### src/rtl/unidade_controle_jogo.sv
// Control unit for the memory game: Moore FSM plus a per-play timeout timer.
// Sequences the address counter (E), sequence counter (S) and play register (R)
// and reports win, loss and timeout.
module unidade_controle_jogo #(
  parameter int unsigned TIMEOUT_CICLOS = 3000,
  parameter int unsigned TW             = 12
) (
  input  logic       clock,
  input  logic       reset,
  input  logic       jogar,
  input  logic       nivel,
  input  logic       jogada,
  input  logic       igual,
  input  logic       fimE,
  input  logic       fimS_long,
  input  logic       fimS_short,
  output logic       zeraE,
  output logic       contaE,
  output logic       zeraS,
  output logic       contaS,
  output logic       zeraR,
  output logic       registraR,
  output logic       pronto,
  output logic       ganhou,
  output logic       perdeu,
  output logic       db_timeout,
  output logic [3:0] db_estado
);

  typedef enum logic [3:0] {
    Inicial    = 4'h0,
    Preparacao = 4'h1,
    NovaSeq    = 4'h2,
    Espera     = 4'h3,
    Registra   = 4'h4,
    Compara    = 4'h5,
    Proximo    = 4'h6,
    ProxSeq    = 4'h7,
    FimAcerto  = 4'hA,
    FimTimeout = 4'hD,
    FimErro    = 4'hE
  } estado_t;

  localparam logic [TW-1:0] TimerMax = TW'(TIMEOUT_CICLOS - 1);

  estado_t       estado_q, estado_d;
  logic [TW-1:0] timer_q;
  logic          nivel_q;
  logic          fim_s;

  assign db_estado = estado_q;

  // Next-state logic; the game length is chosen by the level latched at start.
  always_comb begin
    fim_s    = nivel_q ? fimS_long : fimS_short;
    estado_d = estado_q;
    case (estado_q)
      Inicial:    if (jogar) estado_d = Preparacao;
      Preparacao: estado_d = NovaSeq;
      NovaSeq:    estado_d = Espera;
      Espera: begin
        // A press wins over a timeout landing in the same cycle.
        if (jogada)                  estado_d = Registra;
        else if (timer_q == TimerMax) estado_d = FimTimeout;
      end
      Registra:   estado_d = Compara;
      Compara: begin
        if (!igual)     estado_d = FimErro;
        else if (!fimE) estado_d = Proximo;
        else if (fim_s) estado_d = FimAcerto;
        else            estado_d = ProxSeq;
      end
      Proximo:    estado_d = Espera;
      ProxSeq:    estado_d = NovaSeq;
      FimAcerto, FimErro, FimTimeout: if (jogar) estado_d = Preparacao;
      default:    estado_d = Inicial;
    endcase
  end

  // State, timer, latched level and outputs registered from the next state.
  always_ff @(posedge clock or negedge reset) begin
    if (!reset) begin
      estado_q   <= Inicial;
      timer_q    <= '0;
      nivel_q    <= 1'b0;
      zeraE      <= 1'b0;
      contaE     <= 1'b0;
      zeraS      <= 1'b0;
      contaS     <= 1'b0;
      zeraR      <= 1'b0;
      registraR  <= 1'b0;
      pronto     <= 1'b0;
      ganhou     <= 1'b0;
      perdeu     <= 1'b0;
      db_timeout <= 1'b0;
    end else begin
      estado_q <= estado_d;
      // Timer only runs in espera, so every entry to espera starts from zero.
      if (estado_q == Espera) timer_q <= timer_q + TW'(1);
      else                    timer_q <= '0;
      if (estado_q == Preparacao) nivel_q <= nivel;
      zeraE      <= (estado_d == Preparacao) || (estado_d == NovaSeq);
      zeraS      <= (estado_d == Preparacao);
      zeraR      <= (estado_d == Preparacao);
      registraR  <= (estado_d == Registra);
      contaE     <= (estado_d == Proximo);
      contaS     <= (estado_d == ProxSeq);
      pronto     <= (estado_d == FimAcerto) || (estado_d == FimErro) ||
                    (estado_d == FimTimeout);
      ganhou     <= (estado_d == FimAcerto);
      perdeu     <= (estado_d == FimErro) || (estado_d == FimTimeout);
      db_timeout <= (estado_d == FimTimeout);
    end
  end

endmodule

### config.mk
export PLATFORM = sky130hd
export DESIGN_NAME = unidade_controle_jogo
export DESIGN_NICKNAME = d
export VERILOG_FILES = /design/src/rtl/unidade_controle_jogo.sv
export SDC_FILE = /design/constraint.sdc
export NUM_CORES = 1
export LEC_CHECK = 0
export BUFFER_PORTS_ARGS = -buffer_cell sky130_fd_sc_hd__buf_2
export CAP_MARGIN = 40
export CORE_MARGIN = 5
export CORE_UTILIZATION = 30
export CTS_CLUSTER_DIAMETER = 30
export DETAILED_ROUTE_END_ITERATION = 8
export PLACE_DENSITY = 0.55
export SLEW_MARGIN = 10
export SYNTH_ARGS = -nofsm -noshare
export SYNTH_HDL_FRONTEND = slang
export SYNTH_SLANG_ARGS = --single-unit
### constraint.sdc
create_clock -name clock -period 1.88 [get_ports clock]
set_clock_uncertainty 0.15 [all_clocks]
set_input_delay 0 -clock clock [delete_from_list [all_inputs] [get_ports clock]]
set_output_delay 0 -clock clock [all_outputs]
set_load 0.1 [all_outputs]
# Yosys cells after proc, flatten, opt, wreduce, memory -nomap -nowiden

Index checks and enable logic that the tools add are counted.

Magnitude comparators: 0
Reductions and logical operators: 8
Add/subtract/negate cells: 1
Shift operators: 0
Bitwise operators: 0
Multipliers: 0
Multiplexer cells: 9
Eq/ne operators: 19
Div/mod/pow operators: 0

Operators by type and width:

| operator                                      | count |
|---|---|
| == test 4 x 3 -> 1 bit, second input constant | 7 |
| == test 4 bit, second input constant          | 6 |
| two-way mux 4 bit                             | 6 |
| one-hot mux 4 bit (6 select lines)            | 1 |
| adder 12 x 1 -> 12 bit, second input constant | 1 |
| == test 12 bit, second input constant         | 1 |
| == test 4 x 2 -> 1 bit, second input constant | 3 |
| two-way mux 12 bit                            | 1 |
| == test 4 x 1 -> 1 bit, second input constant | 2 |
| logical NOT 4 bit                             | 1 |
| logical OR 1 bit                              | 4 |
| OR reduction 2 bit                            | 2 |
| OR reduction 4 bit                            | 1 |
| two-way mux 1 bit                             | 1 |

Logic and storage cells: 49
Bits in latches: 0
Memories: 0
Output and inout port bits: 14
Memory bits (writable): 0
ROM bits: 0
Input port bits: 9
Flip-flop bits (word level): 26

# Logic depth before layout (Yosys ltp)

Gate-level depths: netlist (run 1).

Depth in word-level cells: 8
Mapped depth: 7
Depth with buffers taken out: 7

# Worst setup path before layout (run 1)

OpenSTA, ideal clock, no wires.

Path type: reg-to-reg
Start: reg estado_q[2], in the netlist db_estado[2]
End: reg ganhou
Setup time: 0.119 ns
Setup slack: -0.403 ns
Buffers on the path: 1
Period minus slack after synthesis: 2.283 ns
Data required time: 1.611 ns
Cell stages (with the launch flop): 8
Data arrival time: 2.014 ns
Cells stage by stage: dfrtp_1 buf_2 nand4bb_1 nor2_1 a21oi_1 and2_1 inv_1 and2_1

Cells in the longest elaborated chain, start to end: 4
Elaborated cells between the ends (all ways): 19
Classes of those cells: eq/ne: 11; mux: 4; reduce/logical: 4

RTL lines:

| item                                                               | line | RTL |
|---|---|---|
| from (decl)                                                        | 46   | `estado_t estado_q, estado_d;` |
| from (signal assigned)                                             | 83   | `estado_q <= Inicial;` |
| from (signal assigned)                                             | 97   | `estado_q <= estado_d;` |
| == test 4 bit, or another cell as far along                        | 57   | `case (estado_q)` |
| OR reduction 4 bit (no line) or OR reduction 2 bit (tied branches) | -    |  |
| one-hot mux 4 bit (6 select lines) *                               | 57   |  |
| via estado_d[3]                                                    | 46   |  |
| == test 4 bit *                                                    | 110  | `ganhou <= (estado_d == FimAcerto);` |
| to (signal assigned)                                               | 110  |  |
| to (decl)                                                          | 24   | `output logic ganhou,` |

The timed path passes the listed nets; every way through them passes the cells marked *.
A chain may end at the register's enable or synchronous reset.

# Worst setup path in the final report (run 1)

Start: reg timer_q[0]
End: reg zeraE

Cells in the longest elaborated chain, start to end: 6
Elaborated cells between the ends (all ways): 7
Classes of those cells: eq/ne: 3; mux: 3; reduce/logical: 1

RTL lines:

| item                                                             | line | RTL |
|---|---|---|
| from (decl)                                                      | 47   | `logic [TW-1:0] timer_q;` |
| from (signal assigned)                                           | 99   | `if (estado_q == Espera) timer_q <= timer_q + TW'(1);` |
| == test 12 bit *                                                 | 64   | `else if (timer_q == TimerMax) estado_d = FimTimeout;` |
| two-way mux 4 bit *                                              | 64   |  |
| two-way mux 4 bit *                                              | 63   | `if (jogada) estado_d = Registra;` |
| one-hot mux 4 bit (6 select lines) *                             | 57   |  |
| via estado_d[1]                                                  | 46   |  |
| == test 4 x 1 -> 1 bit or == test 4 x 2 -> 1 bit (tied branches) | 102  | `zeraE <= (estado_d == Preparacao) \|\| (estado_d == NovaSeq);` |
| logical OR 1 bit *                                               | 102  |  |
| to (signal assigned)                                             | 102  |  |
| to (decl)                                                        | 17   | `output logic zeraE,` |

Marks and branches as above.

==> results.toml, run 1 <==
[status]
status = "completed"

[timing]
max_slew_margin = 0.612
slew_violations = 0
period_minus_slack_ps = 1840
fmax_mhz = 545
rsz0062_at_grt = "true"
hold_viol = 0
tightest_slew_ps = 583
setup_viol = 0
period_share = 0.977

[die]
die_w_um = 75.1
core_area_um2 = 4060
die_h_um = 75.1
die_area_um2 = 5640
row_count = 23
start_util = 0.313
pin_count = 23

[worst_setup_path]
criticalPathCategory = "reg -> reg"
worstPathCellList = "ha_2 > and4_4 > a31oi_2 > o31a_1 > xor2_1 > and3_1"
cp-start-kind = "register"
critPathLaunch = "timer_q[0]"
crit_required_ps = 1900
cpMaxStageDelayCell = "dfrtp_1"
critPathBufInv = 0
cp_data_arrival_time_ps = 1850
worstReg2RegStart = "timer_q[0]"
cp_max_fo = 4
max_stage_delay_ps = 370
critical-path-top-delay-family = "compound AO/OA/AOI/OAI gates"
worst_setup_path_end_kind = "register"

[global_routing]
use_met3 = 0.0294
grt.busiest_layer = "met2"
grt-ovfl-total = 0
grt_max_degree = 27
grtUsageTotal = 0.103
grt_pass1_wl_mm = 4.45
grtUsageMet2 = 0.195
grt_pass1_vias = 1001
grt_util_met1 = 0.115
antenna_found_initial = 0

[cts]
cts_made_buffers = 3
numClockSinks = 26
clockBufferDepth = 2
clkTransAtPathRegs_ps = 90
clkLatencyLatePin_ps = 270
htree_levels = 1
cts_tree = "built"
ctsRootBufferMaster = "clkbuf_8"

[detailed_routing]
num_vias = 1014
drc = 0
vias_per_cell = 4.74
drt_pass1_iterations = 5
drt_iter0_drc = 47
wl_mm = 2.76
routedWlPerCell_um = 12.9
ant_nets = 0

[cells_and_area]
largest-register = "timer_q"
largest_reg_flops = 12
nets = 175
layout-drive-gt1-share = 0.341
n_antenna_cell = 0
area_delta_synth_final_pct = 31.7
instances_no_fill = 214

[logic_synthesis]
synth_ff_type = "dfrtp_1"
synth_cell_types = 36
syn_area_per_cell_um2 = 10.2
synth_warnings = 0
syn_inst = 125
async_flop_share = 1.00
synth_area_um2 = 1270
synth_edf_count = 0
ys_ff_latch = 26
syn_nets = 135
synth-seq-area-share = 0.512

[placement]
portBuffers = 22
gp_congestion = 0.784
dp_hpwl_mm = 1.94
place_inst = 199

[worst_hold_path]
hp-class = "in -> reg"
worstHoldStart = "fimE"

[power]
p_leak_uw = 0.000807
switching_share = 0.482
switching_power_uw = 1160
power_uw = 2400
vdd_drop_max_mv = 0.512
power_frac_clock = 0.150
power.density_nw_per_um2 = 1430
internal_power_uw = 1240
p_comb_frac = 0.509
p_seq_frac = 0.341

[job]
max_cap_violations = 0
## stage by stage
| stage | utilization | hold slack (ps) | cell area, um^2 | TNS (ps) | setup slack (ps) |
|---|---|---|---|---|---|
| 6_report | 0.413 | 72.6 | 1670 | 0 | 43.7 |
| 5_1_grt | 0.413 | 87.1 | 1670 | -51.4 | -51.4 |
| 4_1_cts | 0.394 | 67.9 | 1600 | 0 | 0.0779 |
| 3_5_place_dp | 0.366 | -104 | 1490 | 0 | 8.76 |
| 3_3_place_gp | 0.366 | -122 | 1490 | 0 | 72.1 |
| 2_1_floorplan | - | -446 | 1290 | -12.7 | -12.7 |
## Yosys cell counts, types with 2 or more instances
cell type  instances  area, um^2
nand4_1            2        12.5
a21oi_1            3        15.0
nor2b_1            3        18.8
buf_4              2        15.0
a31oi_1            3        18.8
nor3_1             4        20.0
xor2_1             7        61.3
xnor2_1            4        35.0
dfrtp_1           26         651
nor3b_1            2        15.0
nand2_1            5        18.8
o21ai_0            4        20.0
nand3_1            4        20.0
and3_1             6        37.5
nand2b_1           4        25.0
and2_1             2        12.5
buf_2              3        15.0
inv_1              5        18.8
nor2_1            17        63.8
nand3b_1           2        15.0
and4_1             2        17.5
## logic make-up after synthesis
kind of cell               share of synthesized area
AOI/OAI and AO/OA                             0.0876
xor gates and xnor gates                      0.0758
adders and majority gates                    0.00984
buffers and inverters                         0.0413
DFF                                            0.512
muxes                                         0.0167
and+or+nand+nor                                0.257
## worst paths after layout
path | slack [ps] | depth (start not counted) | end
hold / removal | 70 | 3 | db_estado[0]
min in group asynchronous | 110 | 2 | contaS
hold reg to reg | 400 | 2 | timer_q[11]
max in group asynchronous | 1040 | 2 | db_estado[3]
setup / recovery | 40 | 6 | zeraE
setup reg to reg | 40 | 6 | zeraE
## power by group through the flow
stage / Combinational (uW) / Sequential, uW / Clock [uW]
after floorplan: 507 / 1220 / 0
after global placement: 1110 / 818 / 0
after CTS: 1150 / 812 / 377
after global routing: 1310 / 834 / 397
after detailed placement: 1130 / 826 / 0
final: 1220 / 818 / 360
## what timing repair did
item / in CTS / in global routing
hold buffers: 5 / 0
hold endpoints to repair: 29 / 0
pin swaps: 0 / 4
setup endpoints to repair: 3 / 7
resized for setup: 3 / 7
setup buffers: 0 / 6
## routing by layer
metal	routed length (um)	part of all wire
met4	8	0.0029
met5	0	0
met3	141	0.051
met1	1160	0.42
met2	1440	0.52
## tightest hold or removal path: cells and delay by family
| kind | cells | cell delay, ps |
|---|---|---|
| buffers and inverters | 1 | 120 |
| AO/OA/AOI/OAI | 2 | 330 |
## layout make-up
| cell class | count | area (um^2) |
|---|---|---|
| tap | 50 | 62.6 |
| sequential | 26 | 666 |
| multi-input combinational | 88 | 607 |
| clock buffer | 4 | 55.1 |
| fill | 411 | 2380 |
| inverter | 5 | 18.8 |
| timing repair buffer | 41 | 265 |
## layout by cell type (no fill, tap or decap), types with 2 or more instances in the layout
cell type	count
dfrtp_4	4
nand3b_1	2
nand2_1	5
clkbuf_8	4
a21oi_1	3
and3_1	6
buf_4	14
o21ai_0	3
inv_1	5
buf_2	22
nand3_1	4
nand4_1	2
nor3_1	4
nand2b_1	4
nor2_1	17
dfrtp_1	22
xor2_1	7
a31oi_1	2
xnor2_1	4
dlygate4sd3_1	5
nor2b_1	3
Note: power is estimated with default switching activity, not from simulation.
==> run 2, diff against run 1 <==
--- a/config.mk
+++ b/config.mk
@@ -11,7 +11,7 @@
 export CORE_UTILIZATION = 30
 export CTS_CLUSTER_DIAMETER = 30
 export DETAILED_ROUTE_END_ITERATION = 8
-export PLACE_DENSITY = 0.55
+export PLACE_DENSITY = 0.53
 export SLEW_MARGIN = 10
 export SYNTH_ARGS = -nofsm -noshare
 export SYNTH_HDL_FRONTEND = slang
==> constraint.sdc (replaced) <==
create_clock -name clock -period 2.2 [get_ports clock]
set_clock_uncertainty 0.15 [all_clocks]
set_input_delay 0 -clock clock [delete_from_list [all_inputs] [get_ports clock]]
set_output_delay 0 -clock clock [all_outputs]
set_load 0.1 [all_outputs]
==> results.toml, run 2 (synthesis gave the netlist of run 1 again) <==
[status]
status = "completed"

[placement]
portBuffers = 22
gp_congestion = 0.757
place_area_um2 = 1430
dp_hpwl_mm = 1.87

[timing]
max_slew_margin = 0.621
setup_viol = 0
hold_viol = 0
tightest_slew_ps = 568
setup-tns-final_ps = 0
period_minus_slack_ps = 2000
fmax_mhz = 501
rsz0062_at_grt = "false"
hold_slack_ps = 80.3
period_share = 0.907
slew_violations = 0

[worst_setup_path]
worst_setup_path_end_kind = "register"
cp_data_arrival_time_ps = 2010
worstPathCellList = "ha_1 > and4_1 > a31oi_1 > o31a_1 > xor2_1 > and3_1"
cp_max_fo = 5
criticalPathCategory = "reg -> reg"
crit_required_ps = 2210
cpMaxStageDelayCell = "dfrtp_1"
r2r_cells = 6
max_stage_delay_ps = 400
cp-start-kind = "register"

[detailed_routing]
ant_nets = 0
drt_iter0_drc = 55
drc = 0
drt_pass1_iterations = 4
vias_per_cell = 4.86
num_vias = 982
wl_mm = 2.50
routedWlPerCell_um = 12.4

[cells_and_area]
layout-drive-gt1-share = 0.243
largest-register = "timer_q"
area_delta_synth_final_pct = 22.0
layout_common_cells = "dfrtp_1 (22), buf_2 (22), nor2_1 (17), xor2_1 (7), and3_1 (6)"
nets = 163
seq_area_um2 = 656
n_fill_cell = 416
n_antenna_cell = 0
multi_input_area_um2 = 568
design_area_um2 = 1550
largest_reg_flops = 12

[cts]
clockBufferDepth = 2
post_cts_resized = 0
ctsRootBufferMaster = "clkbuf_8"
clkTransAtPathRegs_ps = 90
clkLatencyLatePin_ps = 260
cts_made_buffers = 3
cts_tree = "built"
htree_levels = 1
numClockSinks = 26

[global_routing]
antenna_found_initial = 0
grt_pass1_wl_mm = 4.42
grt_max_degree = 27
grtUsageTotal = 0.0974
grt_pass1_vias = 1049
grt-ovfl-total = 0

[die]
pin_count = 23
core_area_um2 = 4060
die_h_um = 75.1
row_count = 23
start_util = 0.313
die_area_um2 = 5640
die_w_um = 75.1

[power]
p_leak_uw = 0.000749
power.density_nw_per_um2 = 1300
power_uw = 2010
vdd_drop_max_mv = 0.420

[job]
max_cap_violations = 0

[worst_hold_path]
hold_depth = 3
hp-class = "in -> reg"
run 2: per-stage QoR:
stage	utilization	instances	worst slack [ps]
5_1_grt	0.382	202	58.6
2_1_floorplan	-	125	212
3_5_place_dp	0.352	193	226
4_1_cts	0.382	202	213
3_3_place_gp	0.352	193	311
6_report	0.382	202	204
run 2: path summary, 6_finish.rpt:
check | from | end | slack (ps)
worst max-delay path | timer_q[0] | zeraE | 200
worst min-delay path | fimE | db_estado[0] | 80
worst max register to register | timer_q[0] | zeraE | 200
worst min register to register | timer_q[0] | timer_q[0] | 340
max in group asynchronous | reset | db_estado[0] | 1380
min in group asynchronous | reset | contaS | 100
run 2: area by class of cell:
cell class                      instances  area share
Inverter                                5      0.0121
Clock inverter                          1      0.0194
Tap cell                               50      0.0403
Timing Repair Buffer                   29       0.113
Clock buffer                            3      0.0266
Multi-Input combinational cell         88       0.366
Sequential cell                        26       0.423
run 2: where the power goes:
part	internal [uW]	switching (uW)	total, uW
logic	245	695	940
registers	567	119	686
clock network	243	144	387
run 2: critical path, delay by kind of cell (launching register included):
kind	cells	cell delay (ps)
simple gates	2	480
flops	1	400
xor+xnor	1	180
compound gates	2	470
fa+ha+maj	1	220
run 2: per-layer routing:
layer,vias up,global-route usage,share of wire
met5,-,0,0
met4,0,0.0237,0.0032
met3,2,0.0227,0.063
met2,16,0.174,0.48
met1,477,0.118,0.45
li1,487,-,-
run 2: what timing repair did:
action / 4_1_cts / 5_1_grt
buffers inserted: 0 / 0
endpoints found under the hold margin: 29 / 0
hold buffers: 5 / 0
==> run 3, diff against run 2 <==
--- a/config.mk
+++ b/config.mk
@@ -7,11 +7,13 @@
 export LEC_CHECK = 0
 export BUFFER_PORTS_ARGS = -buffer_cell sky130_fd_sc_hd__buf_2
 export CAP_MARGIN = 40
+export CELL_PAD_IN_SITES_DETAIL_PLACEMENT = 1
+export CELL_PAD_IN_SITES_GLOBAL_PLACEMENT = 2
 export CORE_MARGIN = 5
 export CORE_UTILIZATION = 30
 export CTS_CLUSTER_DIAMETER = 30
 export DETAILED_ROUTE_END_ITERATION = 8
-export PLACE_DENSITY = 0.53
+export PLACE_DENSITY_LB_ADDON = 0.12
 export SLEW_MARGIN = 10
 export SYNTH_ARGS = -nofsm -noshare
 export SYNTH_HDL_FRONTEND = slang
==> results.toml, run 3 (synthesis gave the netlist of run 1 again) <==
[status]
status = "completed"

[worst_hold_path]
hold_path_end = "registraR"
worstHoldStart = "jogada"
hp-class = "in -> reg"
hold_depth = 5

[detailed_routing]
drt_iter0_drc = 37
wl_mm = 2.95
num_vias = 991
routedWlPerCell_um = 14.6
drc = 0
ant_nets = 0
vias_per_cell = 4.91
drt_pass1_iterations = 4

[cells_and_area]
layout_common_cells = "dfrtp_1 (22), buf_2 (22), nor2_1 (17), xor2_1 (7), and3_1 (6)"
largest_reg_flops = 12
nets = 163
largest-register = "timer_q"
area_delta_synth_final_pct = 20.8
layout-drive-gt1-share = 0.243
instances_no_fill = 202
n_antenna_cell = 0
design_area_um2 = 1540

[cts]
htree_levels = 1
clkTransAtPathRegs_ps = 90
cts_made_buffers = 3
ctsRootBufferMaster = "clkbuf_8"
numClockSinks = 26
clockBufferDepth = 2
clkLatencyLatePin_ps = 270
cts_tree = "built"

[worst_setup_path]
max_stage_delay_ps = 420
cpMaxStageDelayCell = "dfrtp_1"
worst_setup_path_end_kind = "register"
criticalPathCategory = "reg -> reg"
worst_r2r_endpoint = "ganhou"
cp-start-kind = "register"
cp_max_fo = 5
ff2ff_setup_slack_ps = 200
worstReg2RegStart = "timer_q[0]"
worstPathCellList = "ha_1 > and4_1 > and3_2 > a21oi_1 > and2_1 > inv_1 > and2_1"
cp_common_cell = "and2_1"
r2r_cells = 7
cp_data_arrival_time_ps = 2020
crit_required_ps = 2220

[timing]
hold_slack_ps = 94.6
slew_violations = 0
max_slew_margin = 0.609
period_minus_slack_ps = 2000
fmax_mhz = 499
setup-tns-final_ps = 0
period_share = 0.911
tightest_slew_ps = 586
setup_ws_ps = 197
rsz0062_at_grt = "false"
setup_viol = 0
hold_viol = 0

[placement]
place_ws_ps = 200
portBuffers = 22
place_area_um2 = 1430
dp_hpwl_mm = 2.09
place_inst = 193
gp_congestion = 0.719

[global_routing]
grt_pass1_wl_mm = 4.97
grt-ovfl-total = 0
antenna_found_initial = 0
grt_pass1_vias = 1037
grtUsageTotal = 0.115
grt_max_degree = 27

[power]
vdd_drop_max_mv = 0.665
power.density_nw_per_um2 = 1270
p_leak_uw = 0.000742

[job]
max_cap_violations = 0

[die]
core_area_um2 = 4060
die_h_um = 75.1
pin_count = 23
die_w_um = 75.1
die_area_um2 = 5640
start_util = 0.313
row_count = 23
==> run 3: per-stage QoR <==
step,power (uW),util
after floorplan,1460,-
after global placement,1640,0.352
after detailed placement,1650,0.352
after CTS,1980,0.378
after global routing,2080,0.378
final,1950,0.378
==> run 3: where the power goes <==
part | leakage, uW | switching, uW | internal, uW
Clock | 0.0000288 | 147 | 160
Combinational | 0.000368 | 709 | 245
Sequential | 0.000345 | 125 | 567
Total | 0.000742 | 980 | 972
==> run 3: layout make-up <==
type                    instances  area (um^2)
flip-flops and latches         26          656
well taps                      50         62.6
multi-input cells              88          568
repair buffers                 29          175
clock buffers                   4         55.1
inverters                       5         18.8
fillers                       475         2520
==> run 3: timing repair <==
action | in CTS | in global routing
hold endpoints to repair | 29 | 0
gates resized for setup | 0 | 0
setup buffers | 0 | 0
hold buffers | 5 | 0
==> run 3: routing by layer <==
layer  global-route usage  wire (um)  up-vias
li1                     -          -      481
met1                0.155       1410      490
met2                0.184       1370       16
met3               0.0294        125        4
met4               0.0296         36        0
met5                    0          0        -
==> run 3: worst max-delay path by stage <==
stage | from | endpoint | depth (start not counted)
global route | timer_q[0] | ganhou | 7
CTS | timer_q[0] | ganhou | 7
global placement | timer_q[0] | ganhou | 7
finish | timer_q[0] | ganhou | 7
floorplan | db_estado[2] | ganhou | 7
detailed placement | timer_q[0] | ganhou | 7
==> run 3: critical path: cells and delay by family, from the launching register on <==
kind	cells	cell delay, ps
adders and majority gates	1	250
AOI/OAI and AO/OA	1	170
and+or+nand+nor	4	850
buffers and inverters	1	70
DFF	1	420
